## src/rtl/hififo_pkg.sv

```systemverilog
// hififo_pkg: shared constants and helpers for the read-request scheduler.
// Holds the tag field layout, the scheduler FSM encoding and the tag builder.
package hififo_pkg;

    localparam int TAG_REQ_LSB = 3;
    localparam int TAG_REQ_W   = 2;
    localparam int TAG_SUB_W   = 3;

    localparam logic ST_IDLE = 1'b0;
    localparam logic ST_HOLD = 1'b1;

    // PCIe tag layout: {3'b000, requester index, requester sub-tag}
    function automatic logic [7:0] make_tag(input logic [TAG_REQ_W-1:0] req,
                                            input logic [TAG_SUB_W-1:0] sub);
        make_tag = {3'b000, req, sub};
    endfunction

endpackage

```

## src/rtl/hififo_rr_credit.sv

```systemverilog
// hififo_rr_credit: outstanding-request counter for one requester.
// Charges on TX acceptance, releases on a final completion, reports whether
// the requester may be granted and whether a release hit an empty counter.
module hififo_rr_credit #(
    parameter int MAX_OUT_PER = 4
) (
    input  logic clock,
    input  logic reset_n,
    input  logic req_valid,
    input  logic charge,
    input  logic release_req,
    output logic eligible,
    output logic release_ok,
    output logic release_err
);

    localparam logic [3:0] LIMIT = 4'(MAX_OUT_PER);

    logic [3:0] cnt_q;
    logic [3:0] cnt_d;

    assign eligible    = req_valid & (cnt_q < LIMIT);
    assign release_ok  = release_req & (cnt_q != 4'd0);
    assign release_err = release_req & (cnt_q == 4'd0);

    // Net charge/release update; a simultaneous charge and release cancel out.
    always_comb begin
        cnt_d = cnt_q;
        if (charge && !release_ok) begin
            if (cnt_q < LIMIT) begin
                cnt_d = cnt_q + 4'd1;
            end else begin
                cnt_d = cnt_q;
            end
        end else if (!charge && release_ok) begin
            cnt_d = cnt_q - 4'd1;
        end else begin
            cnt_d = cnt_q;
        end
    end

    // Counter register with synchronous active-low reset.
    always_ff @(posedge clock) begin
        if (!reset_n) begin
            cnt_q <= 4'd0;
        end else begin
            cnt_q <= cnt_d;
        end
    end

endmodule

```

## src/rtl/hififo_rr_sched.sv

```systemverilog
// hififo_rr_sched: round-robin read-request scheduler between the four
// from-PC FIFO engines and the PCIe TX read-request port. Stamps each grant
// with an 8-bit tag and limits outstanding requests globally and per FIFO.
// Build macro HIFIFO_RR_SCHED_STATS_EN adds the 32-bit stats output
// (accepted-request count and outstanding high-water mark).
//
// Handshake: a grant decision is registered, so rri_ready pulses the cycle
// after the decision (the requester's head is still the captured one) and
// rro_valid rises one cycle after that pulse.
module hififo_rr_sched
    import hififo_pkg::*;
#(
    parameter int NREQ        = 4,
    parameter int MAX_OUT     = 8,
    parameter int MAX_OUT_PER = 4
) (
    input  logic        clock,
    input  logic        reset_n,
    input  logic [3:0]  rri_valid,
    output logic [3:0]  rri_ready,
    input  logic [63:0] rri_addr_0,
    input  logic [63:0] rri_addr_1,
    input  logic [63:0] rri_addr_2,
    input  logic [63:0] rri_addr_3,
    input  logic [2:0]  rri_tag_0,
    input  logic [2:0]  rri_tag_1,
    input  logic [2:0]  rri_tag_2,
    input  logic [2:0]  rri_tag_3,
    output logic        rro_valid,
    input  logic        rro_ready,
    output logic [63:0] rro_addr,
    output logic [7:0]  rro_tag,
    input  logic        cpl_valid,
    input  logic [7:0]  cpl_tag,
    output logic [5:0]  outstanding,
`ifdef HIFIFO_RR_SCHED_STATS_EN
    output logic [31:0] stats,
`endif
    output logic        cpl_error
);

    localparam logic [5:0] MAX_OUT_C = 6'(MAX_OUT);

    logic        state_q, state_d;
    logic [1:0]  ptr_q, ptr_d;
    logic [1:0]  gnt_q, gnt_d;
    logic [3:0]  rri_ready_q, rri_ready_d;
    logic        rro_valid_q, rro_valid_d;
    logic [63:0] rro_addr_q, rro_addr_d;
    logic [7:0]  rro_tag_q, rro_tag_d;
    logic [5:0]  outstanding_q, outstanding_d;
    logic        cpl_error_q, cpl_error_d;

    logic [63:0] addr_arr_s [4];
    logic [2:0]  sub_arr_s [4];
    logic [3:0]  elig_s;
    logic [3:0]  cand_s;
    logic [3:0]  charge_s;
    logic [3:0]  release_s;
    logic [3:0]  rel_ok_s;
    logic [3:0]  rel_err_s;
    logic        global_ok_s;
    logic        grant_pend_s;
    logic        accept_s;
    logic        sel_found_s;
    logic [1:0]  sel_idx_s;
    logic [1:0]  cpl_req_s;
    logic        tag_hi_ok_s;
    logic        cpl_dec_s;
    logic [2:0]  cpl_sub_unused_s;

    assign addr_arr_s[0] = rri_addr_0;
    assign addr_arr_s[1] = rri_addr_1;
    assign addr_arr_s[2] = rri_addr_2;
    assign addr_arr_s[3] = rri_addr_3;
    assign sub_arr_s[0]  = rri_tag_0;
    assign sub_arr_s[1]  = rri_tag_1;
    assign sub_arr_s[2]  = rri_tag_2;
    assign sub_arr_s[3]  = rri_tag_3;

    // The sub-tag of a completion is not needed: credits are per requester.
    assign cpl_sub_unused_s = cpl_tag[2:0];
    assign cpl_req_s        = cpl_tag[TAG_REQ_LSB +: TAG_REQ_W];
    assign tag_hi_ok_s      = (cpl_tag[7:5] == 3'b000);

    assign global_ok_s  = (outstanding_q < MAX_OUT_C);
    assign cand_s       = elig_s & {4{global_ok_s}};
    assign grant_pend_s = |rri_ready_q;
    assign accept_s     = (state_q == ST_HOLD) & rro_valid_q & rro_ready;
    assign cpl_dec_s    = |rel_ok_s;

    // Route TX acceptance and completions to the owning credit counter.
    always_comb begin
        charge_s  = 4'b0000;
        release_s = 4'b0000;
        for (int i = 0; i < 4; i++) begin
            charge_s[i]  = accept_s & (gnt_q == 2'(i));
            release_s[i] = cpl_valid & tag_hi_ok_s & (cpl_req_s == 2'(i));
        end
    end

    for (genvar gi = 0; gi < 4; gi++) begin : g_credit
        hififo_rr_credit #(
            .MAX_OUT_PER (MAX_OUT_PER)
        ) u_credit (
            .clock       (clock),
            .reset_n     (reset_n),
            .req_valid   (rri_valid[gi]),
            .charge      (charge_s[gi]),
            .release_req (release_s[gi]),
            .eligible    (elig_s[gi]),
            .release_ok  (rel_ok_s[gi]),
            .release_err (rel_err_s[gi])
        );
    end

    // Pick the first eligible requester at or after the round-robin pointer.
    always_comb begin
        sel_found_s = 1'b0;
        sel_idx_s   = ptr_q;
        for (int k = 0; k < NREQ; k++) begin
            if (!sel_found_s && cand_s[ptr_q + 2'(k)]) begin
                sel_found_s = 1'b1;
                sel_idx_s   = ptr_q + 2'(k);
            end else begin
                sel_found_s = sel_found_s;
            end
        end
    end

    // FSM state register.
    always_ff @(posedge clock) begin
        if (!reset_n) begin
            state_q <= ST_IDLE;
        end else begin
            state_q <= state_d;
        end
    end

    // FSM next state: leave IDLE once the grant pulse is out, leave HOLD on TX accept.
    always_comb begin
        state_d = state_q;
        case (state_q)
            ST_IDLE: begin
                if (grant_pend_s) begin
                    state_d = ST_HOLD;
                end else begin
                    state_d = ST_IDLE;
                end
            end
            ST_HOLD: begin
                if (rro_ready) begin
                    state_d = ST_IDLE;
                end else begin
                    state_d = ST_HOLD;
                end
            end
            default: state_d = ST_IDLE;
        endcase
    end

    // FSM outputs: grant decision, captured request, pointer advance.
    always_comb begin
        rri_ready_d = 4'b0000;
        gnt_d       = gnt_q;
        rro_addr_d  = rro_addr_q;
        rro_tag_d   = rro_tag_q;
        rro_valid_d = (state_d == ST_HOLD);
        if ((state_q == ST_IDLE) && !grant_pend_s && sel_found_s) begin
            rri_ready_d = 4'b0001 << sel_idx_s;
            gnt_d       = sel_idx_s;
            rro_addr_d  = addr_arr_s[sel_idx_s];
            rro_tag_d   = make_tag(sel_idx_s, sub_arr_s[sel_idx_s]);
        end else begin
            rri_ready_d = 4'b0000;
        end
        if (accept_s) begin
            ptr_d = gnt_q + 2'd1;
        end else begin
            ptr_d = ptr_q;
        end
    end

    // Global outstanding count and sticky completion error.
    always_comb begin
        outstanding_d = outstanding_q;
        if (accept_s && !cpl_dec_s) begin
            if (outstanding_q != 6'd63) begin
                outstanding_d = outstanding_q + 6'd1;
            end else begin
                outstanding_d = outstanding_q;
            end
        end else if (!accept_s && cpl_dec_s) begin
            if (outstanding_q != 6'd0) begin
                outstanding_d = outstanding_q - 6'd1;
            end else begin
                outstanding_d = outstanding_q;
            end
        end else begin
            outstanding_d = outstanding_q;
        end
        cpl_error_d = cpl_error_q | (cpl_valid & ~tag_hi_ok_s) | (|rel_err_s);
    end

    // Output, pointer and counter registers.
    always_ff @(posedge clock) begin
        if (!reset_n) begin
            ptr_q         <= 2'd0;
            gnt_q         <= 2'd0;
            rri_ready_q   <= 4'b0000;
            rro_valid_q   <= 1'b0;
            rro_addr_q    <= 64'd0;
            rro_tag_q     <= 8'd0;
            outstanding_q <= 6'd0;
            cpl_error_q   <= 1'b0;
        end else begin
            ptr_q         <= ptr_d;
            gnt_q         <= gnt_d;
            rri_ready_q   <= rri_ready_d;
            rro_valid_q   <= rro_valid_d;
            rro_addr_q    <= rro_addr_d;
            rro_tag_q     <= rro_tag_d;
            outstanding_q <= outstanding_d;
            cpl_error_q   <= cpl_error_d;
        end
    end

    assign rri_ready   = rri_ready_q;
    assign rro_valid   = rro_valid_q;
    assign rro_addr    = rro_addr_q;
    assign rro_tag     = rro_tag_q;
    assign outstanding = outstanding_q;
    assign cpl_error   = cpl_error_q;

`ifdef HIFIFO_RR_SCHED_STATS_EN
    logic [15:0] acc_cnt_q, acc_cnt_d;
    logic [5:0]  hwm_q, hwm_d;

    // Saturating accept counter and outstanding high-water mark.
    always_comb begin
        if (accept_s && (acc_cnt_q != 16'hFFFF)) begin
            acc_cnt_d = acc_cnt_q + 16'd1;
        end else begin
            acc_cnt_d = acc_cnt_q;
        end
        if (outstanding_d > hwm_q) begin
            hwm_d = outstanding_d;
        end else begin
            hwm_d = hwm_q;
        end
    end

    // Statistics registers.
    always_ff @(posedge clock) begin
        if (!reset_n) begin
            acc_cnt_q <= 16'd0;
            hwm_q     <= 6'd0;
        end else begin
            acc_cnt_q <= acc_cnt_d;
            hwm_q     <= hwm_d;
        end
    end

    assign stats = {10'd0, hwm_q, acc_cnt_q};
`endif

endmodule

```

## config.mk

```make
export PLATFORM = sky130hd
export DESIGN_NAME = hififo_rr_sched
export DESIGN_NICKNAME = d
export VERILOG_FILES = /design/src/rtl/hififo_pkg.sv /design/src/rtl/hififo_rr_credit.sv /design/src/rtl/hififo_rr_sched.sv
export SDC_FILE = /design/constraint.sdc
export NUM_CORES = 1
export LEC_CHECK = 0
export ABC_CLOCK_PERIOD_IN_PS = 7900
export BUFFER_PORTS_ARGS = -buffer_cell sky130_fd_sc_hd__buf_2
export CORE_AREA = 4 4 141 143
export DETAILED_ROUTE_END_ITERATION = 8
export DIE_AREA = 0 0 145 147
export GPL_TIMING_DRIVEN = 0
export PLACE_DENSITY = 0.62
export SETUP_SLACK_MARGIN = 0.15
export SLEW_MARGIN = 20
export SYNTH_ARGS = -nofsm -noshare
export SYNTH_HDL_FRONTEND = slang
export SYNTH_SLANG_ARGS = --single-unit
```

## constraint.sdc

```tcl
create_clock -name clock -period 7.9 [get_ports clock]
set_clock_uncertainty 0.05 [all_clocks]
set_input_delay 1.58 -clock clock [delete_from_list [all_inputs] [get_ports clock]]
set_output_delay 1.58 -clock clock [all_outputs]
set_load 0.005 [all_outputs]
```

# Yosys cells after proc, flatten, opt, wreduce, memory -nomap -nowiden
# Index checks and enable logic that the tools add are counted.
# word_totals
word_cells	174
register_bits	101
# classes
bitwise	29
shift	1
n_reduce_logical	56
order_cmp	10
addsub	14
n_eq_ne	12
n_mux	40
# op_table
op	n
$bmux W64 S2	1
$mux W64	2
$mux W4	12
$mux W6	4
$and A1 B1 Y1	23
$add A4 B1 Y4 const B	4
$logic_not A4 Y1	4
$lt A4 B3 Y1 const B	4
$reduce_bool A4 Y1	4
$sub A4 B1 Y4 const B	4
$logic_and A1 B1 Y1	15
$logic_not A1 Y1	14
$lt A2 B3 Y1 const B	4
$reduce_bool A2 Y1	6
$reduce_or A4 Y1	3
$mux W1	10
$ne A2 B1 Y1 const B	5
$reduce_and A2 Y1	5
$bmux W1 S2	4
$eq A2 B2 Y1 const B	4
$add A6 B1 Y6 const B	1
$bmux W3 S2	1
$lt A6 B4 Y1 const B	1
$mux W2	3
other kinds (17)	24

# Longest topological paths before layout
# Gate-level depths: netlist of the first run.
# depth
depth_word	19
ltp_mapped	12

# Modules after synthesis
# From an unflattened synthesis of the first run, not the netlist that was laid out.
# unflattened
cells_unflattened	709
area_unflattened_um2	6407.4
# modules_own_cells
mod	area_each_um2	cells_per_inst	instances
hififo_rr_sched	5096.1	561	1
hififo_rr_credit	327.8	37	4

# Least setup slack after synthesis of the first run
# No wires, ideal clock.
# synth_timing
path_kind	input to register
start	in cpl_tag[6]
end	reg outstanding_q[5] (netlist: outstanding[5])
path_stages	12
setup_ns	0.128
required_time_ns	7.722
setup_slack_ns	3.474
arrival_ns	4.248
path_cell_list	or4b_1 > nor4_1 > nor4_1 > ha_1 > inv_1 > ha_1 > a21o_1 > a21oi_1 > or4b_2 > nand4_1 > xor2_1 > nor2_1
# synth_via
elab_chain_len	9
# synth_rtl
element	line	source
from (decl)	hififo_rr_sched.sv:34	input logic [7:0] cpl_tag,
$logic_not A3 Y1 (*)	hififo_rr_sched.sv:84	assign tag_hi_ok_s = (cpl_tag[7:5] == 3'b000);
$and A1 B1 Y1 (*)	hififo_rr_sched.sv:98	release_s[i] = cpl_valid & tag_hi_ok_s & (cpl_req_s == 2'(i));
$and A1 B1 Y1	hififo_rr_sched.sv:98	
$and A1 B1 Y1	hififo_rr_credit.sv:23	assign release_ok = release_req & (cnt_q != 4'd0);
$reduce_or A4 Y1 (*)	hififo_rr_sched.sv:90	assign cpl_dec_s = |rel_ok_s;
$logic_not A1 Y1	hififo_rr_sched.sv:187	if (accept_s && !cpl_dec_s) begin
$logic_and A1 B1 Y1	hififo_rr_sched.sv:187	
$ne A2 B1 Y1 (no source line) or $reduce_bool A2 Y1 (tied branches)	--	
$reduce_and A3 Y1 (no source line)	--	
to (signal assigned)	hififo_rr_sched.sv:223	outstanding_q <= outstanding_d;
to (decl)	hififo_rr_sched.sv:51	logic [5:0] outstanding_q, outstanding_d;
# Every way passes the cells marked *; elsewhere a longest branch is shown, timed or not.
# A chain may end at the register's enable or synchronous reset.

# Final worst setup path of the first run
# Same ends and word-level chain as after synthesis.

==> results of run 1 <==
-- Yosys cell counts (6+ instances only) --
cell type and n:
nand2_1 149, dfxtp_1 99, mux2i_1 74, a32oi_1 67, a221oi_1 60, nor2_1 35
clkbuf_1 25, ha_1 17, a21oi_1 16, buf_2 16, xnor2_1 11, inv_1 10
buf_4 9, a221oi_2 8, a21o_1 7, xor2_1 7, nor4_1 6
-- cells by family (layout without fill, tap and decap cells) --
family	count (synthesis)	after routing	synth area share, %
fa+ha+maj	22	22	5.08
xor+xnor	18	18	2.56
mux	74	74	12.0
compound gates	185	185	25.8
other cells	1	3	0.0609
flops	99	99	32.2
buf+inv	67	444	5.63
simple gates	229	229	16.6
-- path summary, 6_finish.rpt --
kind                                                                  from                           to  slack, ns
worst max register to register  g_credit[1].u_credit.cnt_q[0]$_SDFFE_PN0P_  outstanding[5]$_SDFFE_PN0P_       4.12
worst min-delay path                                  cpl_error$_SDFF_PN0_         cpl_error$_SDFF_PN0_       0.43
worst max-delay path                                            cpl_tag[6]  outstanding[5]$_SDFFE_PN0P_       3.30
worst min register to register                        cpl_error$_SDFF_PN0_         cpl_error$_SDFF_PN0_       0.43
-- critical path, cell delays in order --
cell and delay [ns]:
buf_2 0.11, or4b_1 0.61, nor4_1 0.47, nor4_1 0.16, ha_1 0.29, inv_1 0.20
ha_1 0.19, a21o_1 0.08, a21oi_1 0.10, or4b_2 0.65, nand4_1 0.13, xor2_1 0.15
nor2_1 0.05
-- metal layers --
| layer | global-route usage [%] | up-vias | share of wire (%) |
|---|---|---|---|
| met3 | 6.20 | 18 | 7.8 |
| li1 | - | 3429 | - |
| met5 | 0 | - | 0 |
| met1 | 29.2 | 3323 | 42 |
| met4 | 4.37 | 0 | 1.2 |
| met2 | 39.0 | 324 | 49 |
-- cell type report --
type	instances	area (µm²)
Fill cell	1882	10000
Multi-Input combinational cell	531	3830
Sequential cell	99	1980
Timing Repair Buffer	361	1810
Buffer	56	305
Tap cell	234	293
Clock buffer	11	243
Clock inverter	5	52.6
Inverter	11	41.3
-- state kept, by name, indices dropped and copies added, names as in the netlist --
| signal | cells |
|---|---|
| gnt_q | 2 |
| ptr_q | 2 |
| g_credit.u_credit.cnt_q | 16 |
| rro_addr | 64 |
| rri_ready | 4 |
| rro_tag | 3 |
| cpl_error | 1 |
| outstanding | 6 |
| rro_valid | 1 |
-- power by group --
part	leakage [nW]	switching (mW)	total (mW)	internal, mW
clock network	0.145	0.200	0.453	0.253
logic	3.14	0.921	1.57	0.648
registers	0.815	0.128	0.791	0.663
==> impl_results.md, run 1 <==
* Synth Register Bits at just under 100
* Layout cell share with drive strength beyond 1 at 39.6%
* Final Hold Viols at 0
* Worst slack at placement at 2.94 ns
* Max Cap Violations at 0
* Core area at between 15000 and 20000 µm²
* Sequential cell area fraction in the yosys report at 32.2%
* Setup Viol. Count Final at 0
* Status: finished, final reports clean
* FP Rows at 50
* Pwr Total at 2.81 mW
* Initial antenna violation count at 1
* Initial Util at 33.1%
* Crit Path Category: in2reg
* Yosys top cell area share at ~32%
* Cell Area, Synth at 6150 µm²
* Number of global-route vias before repair at 6788
* Yosys Warn Count at 0
* Area Growth Syn to Fin at 39.0%
* CP Data Arrival Time at between 4 and 5 ns
* # IOs at roughly 370
* Final WL at 25.7 mm
* CP Data Required Time at 8.07 ns
* Worst Tran Pin Value at 1.07 ns
* Die ar. at ~21000 µm²
* DR vias at 7094
* Worst Hold Margin at approximately 0.43 ns
* TritonCTS Buffers at 9
* Hold Crit Depth at 2
* First-pass GRT wire length at 39.0 mm
* Clock buffer depth at 2
* Final period util at approximately three fifths
* Syn Area/Cell at 8.85 µm²
* Overflow after GRT at 0
* CTS tree: yes
* Dpl hpwl at 20.6 mm
* Cell variety after synth at 63
* Clock latency on the worst-skew pair at 0.34 ns
* Slew Limit Fails at 0
* Fin nets at 1375
* Final worst slack at 3.30 ns
* Syn Inst Count at 695
* Slew headroom at 28.7%
* Leading area contributor after synthesis: dfxtp_1
* Pwr Density at 329 nW/µm²
* Most common cell after layout, fill and taps aside: buf_2
* Largest cells by area after synthesis: dfxtp_1 (32%), mux2i_1 (12%), a32oi_1 (9.5%)
* Largest net degree at the start of global routing at 16
* CTS H-tree depth at 3
* Post-synth EDFFs at 0
* Non-filler cells, final at 1308
* Clock-pin slew on the worst setup and hold paths at 0.07 ns
* DRT Pass-1 Iters at 5
* # diodes at 0
* # port buffers at 361
* R2R cell count at 12
* CP startpoint kind: input port
* Post-synth top flop: dfxtp_1
* Type of the most critical hold path: reg2reg
* Root Driver: clkbuf_16
* Placed cell count at around 1300
* Largest fanout on the critical path at 6
* Critical path endpoint category: register
* Max Fclk at 217 MHz
* Chip Width at roughly 150 µm
* Max IR drop VDD at 0.160 mV
* Die height at 147 µm
* Via/cell ratio at 5.42
* RSZ-0062 raised after global routing: false
* # hold bufs at CTS at 0
* # DRC at 0
* Clk sinks at 99
* Most frequent cells in the layout: buf_2 (377), nand2_1 (149), dfxtp_1 (99), mux2i_1 (74), a32oi_1 (67)
* Async SR Flop Fraction at 0%
* Routability cong. at between 0.8 and 0.9
* Tmin final at roughly 4.6 ns
* Pleak at approximately 4.1 nW
* Finished Cell Area at between 8000 and 9000 µm²
* Total track usage at 22.8%
* Resize count post-CTS at 0
* Setup TNS at 0 ns
* Antenna-violating nets left at 0
* Post-DR wirelength/cell at between 15 and 20 µm
* DRT iter0 DRCs at 309
* Cell Area, Placed at around 8300 µm²
* Total setup buffers inserted after CTS at 0
* Final core utilization at 46.0%
Power figures use the tool's default switching activity.
==> inputs of run 2 (changes only) <==
--- a/config.mk
+++ b/config.mk
@@ -5,13 +5,13 @@
 export SDC_FILE = /design/constraint.sdc
 export NUM_CORES = 1
 export LEC_CHECK = 0
-export ABC_CLOCK_PERIOD_IN_PS = 7900
+export ABC_CLOCK_PERIOD_IN_PS = 4000
 export BUFFER_PORTS_ARGS = -buffer_cell sky130_fd_sc_hd__buf_2
 export CORE_AREA = 4 4 141 143
 export DETAILED_ROUTE_END_ITERATION = 8
 export DIE_AREA = 0 0 145 147
 export GPL_TIMING_DRIVEN = 0
-export PLACE_DENSITY = 0.62
+export PLACE_DENSITY = 0.64
 export SETUP_SLACK_MARGIN = 0.15
 export SLEW_MARGIN = 20
 export SYNTH_ARGS = -nofsm -noshare
==> constraint.sdc (replaced) <==
create_clock -name clock -period 4 [get_ports clock]
set_clock_uncertainty 0.05 [all_clocks]
set_input_delay 0.8 -clock clock [delete_from_list [all_inputs] [get_ports clock]]
set_output_delay 0.8 -clock clock [all_outputs]
set_load 0.005 [all_outputs]
==> run 2 against run 1 <==
Effect of this change:
- flip-flop and latch count unchanged
- clock-buffer cell count grew 1
- clock power grew 100%
- wire length increased by 2.7%
- register-to-register slack worse by 3.6 ns
- combinational power rose by 100%
- die area unchanged
- worst setup slack worse by 2.9 ns
- power rose by 100%
- sequential share of layout area is 0.19 points lower
==> impl_results.md, run 2 (synthesized netlist as in run 1, its figures left out) <==
* Status: finished, final reports clean
* Die ar. at 21300 µm² (unchanged)
* Most frequent cells in the layout: buf_2 (377), nand2_1 (149), dfxtp_1 (99), mux2i_1 (74), a32oi_1 (67)
* TritonCTS Buffers at 9 (unchanged)
* # IOs at 368 (unchanged)
* Final period util at 90.3%
* Via/cell ratio at 5.44 (+0.35%)
* Post-DR wirelength/cell at 20.2 µm (+2.6%)
* Max Cap Violations at 0 (unchanged)
* Total track usage at 23.2% (+0.42 points)
* Sequential share of power at 27.9% (-0.2 points)
* M3 GR Usage at 6.29% (+0.093 points)
* DRT iter0 DRCs at 336 (+8.7%)
* Pwr Density at 653 nW/µm² (+99%)
* Part of the power in the clock network at 16.1% (about the same)
* Combinational power share at 55.9% (about the same)
* Final Hold Viols at 0 (unchanged)
* Dpl hpwl at 21.0 mm (+2.0%)
* Final WL at 26.4 mm (+2.7%)
* Fillers at 1864 (-0.96%)
* P_sw at 2.52 mW (+100%)
* Critical Path, Cell by Cell: buf_2, or4b_1, nor4_4, nor4_1, ha_1, inv_2, ha_1, a21o_1, a21oi_1, or4b_2, nand4_1, xor2_1, nor2_1
* Worst Tran Pin Value at 0.794 ns (-0.276 ns)
* Type of the most critical hold path: reg2reg
* Most common cell after layout, fill and taps aside: buf_2
* CTS tree: yes
* Clk sinks at 99 (unchanged)
* Core area at 18600 µm² (unchanged)
* Worst r2r src: g_credit[0].u_credit.cnt_q[0]$_SDFFE_PN0P_
* WHS Endpoint: cpl_error$_SDFF_PN0_
* Pleak at 4.12 nW (+0.49%)
* Max Fclk at 277 MHz
* Reg2reg end: outstanding[5]$_SDFFE_PN0P_
* Worst hold start: cpl_error$_SDFF_PN0_
* GR Layer Usage met2 at 38.8% (-0.21 points)
* Area Growth Syn to Fin at 40.2%
* Net Sw Frac at 44.7% (+0.35 points)
* DR vias at 7130 (+0.51%)
* Setup Viol. Count Final at 0 (unchanged)
* CP most frequent cell: ha_1
* Final worst slack at 0.388 ns (-2.91 ns)
* Final core utilization at 46.4% (+0.39 points)
* Multi-input gate area at 3890 µm² (+1.5%)
* Antenna-violating nets left at 0 (unchanged)
* Root Driver: clkbuf_16
* Layout cell share with drive strength beyond 1 at 40.2% (+0.60 points)
* Clock-pin slew on the worst setup and hold paths at 0.07 ns (about the same)
* RSZ-0062 raised after global routing: false
* Pwr Total at 5.64 mW (+100%)
* Slew Limit Fails at 0 (unchanged)
* Worst slack at placement at -0.135 ns (-3.08 ns)
* CP Data Required Time at 4.17 ns (-3.90 ns)
* Number of global-route vias before repair at 6958 (+2.5%)
* DRT Pass-1 Iters at 6 (+1)
* Fin nets at 1375 (unchanged)
* # DRC at 0 (unchanged)
* Reg area at 1980 µm² (unchanged)
* Max reg flops at 64 (unchanged)
* Crit Path Category: in2reg
* First-pass GRT wire length at 39.5 mm (+1.0%)
* Setup TNS at 0 ns (unchanged)
* Initial antenna violation count at 3 (+2)
* Hold Crit Depth at 2 (unchanged)
* R2R cell count at 12 (unchanged)
* CP max stage delay at 0.67 ns (+0.02 ns)
* CTS H-tree depth at 3 (unchanged)
* Pint at 3.12 mW (+99%)
* Overflow after GRT at 0 (unchanged)
* Reg2reg setup slack at 0.52 ns (-3.60 ns)
* Slew headroom at 46.2% (+18 points)
* Met1 global-route usage at 29.1% (-0.071 points)
* Max IR drop VDD at 0.235 mV (+47%)
* Chip Width at 145 µm (unchanged)
* Largest fanout on the critical path at 6 (unchanged)
* Worst Hold Margin at 0.423 ns (-0.00311 ns)
* Total setup buffers inserted after CTS at 0 (unchanged)
* CP Data Arrival Time at 3.78 ns (-0.99 ns)
* Die height at 147 µm (unchanged)
* Routability cong. at 0.937 (+6.4%)
* Crit-path slowest cell: or4b_1
* Largest net degree at the start of global routing at 16 (unchanged)
* Tmin final at ~3.6 ns
* Clock latency on the worst-skew pair at 0.35 ns (about the same)
* # port buffers at 361 (unchanged)
* Clock buffer depth at 2 (unchanged)
* FP Rows at 50 (unchanged)
* CP startpoint kind: input port
* Critical path endpoint category: register
* Busiest grt layer: met2
* Initial Util at 33.1% (unchanged)
-- run 2: cell count changes in the layout (fill, tap and decap cells not counted), sizes merged --
cell / previous run / this run
diode: 0 / 3
clkbuf: 37 / 38
clkinv: 3 / 2
clkinvlp: 1 / 0
-- run 2: metal layers --
layer	wire, µm	part of all wire [%]
met4	590	2.2
met3	1980	7.5
met2	12600	48
met5	0	0
met1	11200	43
-- run 2: how the worst max path moves through the flow --
stage,cells past startpoint,end,start
finish,13,outstanding[5]$_SDFFE_PN0P_,cpl_tag[6]
global route,13,outstanding[5]$_SDFFE_PN0P_,cpl_tag[6]
CTS,13,outstanding[5]$_SDFFE_PN0P_,cpl_tag[6]
detailed placement,13,outstanding[5]$_SDFFE_PN0P_,cpl_tag[6]
global placement,13,outstanding[5]$_SDFFE_PN0P_,cpl_tag[6]
floorplan,12,outstanding[5]$_SDFFE_PN0P_,cpl_tag[6]
-- run 2: timing repair --
item	4_1_cts	5_1_grt
setup endpoints to repair	0	3
endpoints found under the hold margin	0	0
gates resized for setup	0	9
hold buffers	0	0
-- run 2: worst max-delay path, delay by kind of cell --
| kind | cells | cell delay, ns |
|---|---|---|
| and+or+nand+nor | 6 | 1.95 |
| xor gates and xnor gates | 1 | 0.15 |
| buffers and inverters | 2 | 0.26 |
| adders and majority gates | 2 | 0.42 |
| AOI/OAI and AO/OA | 2 | 0.21 |
-- run 2: layout make-up --
cell class | instances | share of cell area, %
Multi-Input combinational cell | 531 | 45.1
Sequential cell | 99 | 23.0
Timing Repair Buffer | 361 | 20.9
Buffer | 56 | 3.54
Tap cell | 234 | 3.39
Clock buffer | 12 | 2.97
Clock inverter | 3 | 0.551
Inverter | 11 | 0.479
Antenna cell | 3 | 0.0870
-- run 2: power by group through the flow --
stage	clock network [mW]	registers [mW]	logic, mW
floorplan	0	1.56	1.98
global placement	0	1.57	3.11
detailed placement	0	1.59	3.14
CTS	0.937	1.57	3.15
global route	0.975	1.61	3.46
finish	0.909	1.57	3.15
-- run 2: per-stage QoR --
stage	std cells	instance area (µm²)
final	1310	8630
after global routing	1310	8630
after CTS	1307	8560
after detailed placement	1292	8260
after global placement	1292	8260
after floorplan	697	6160
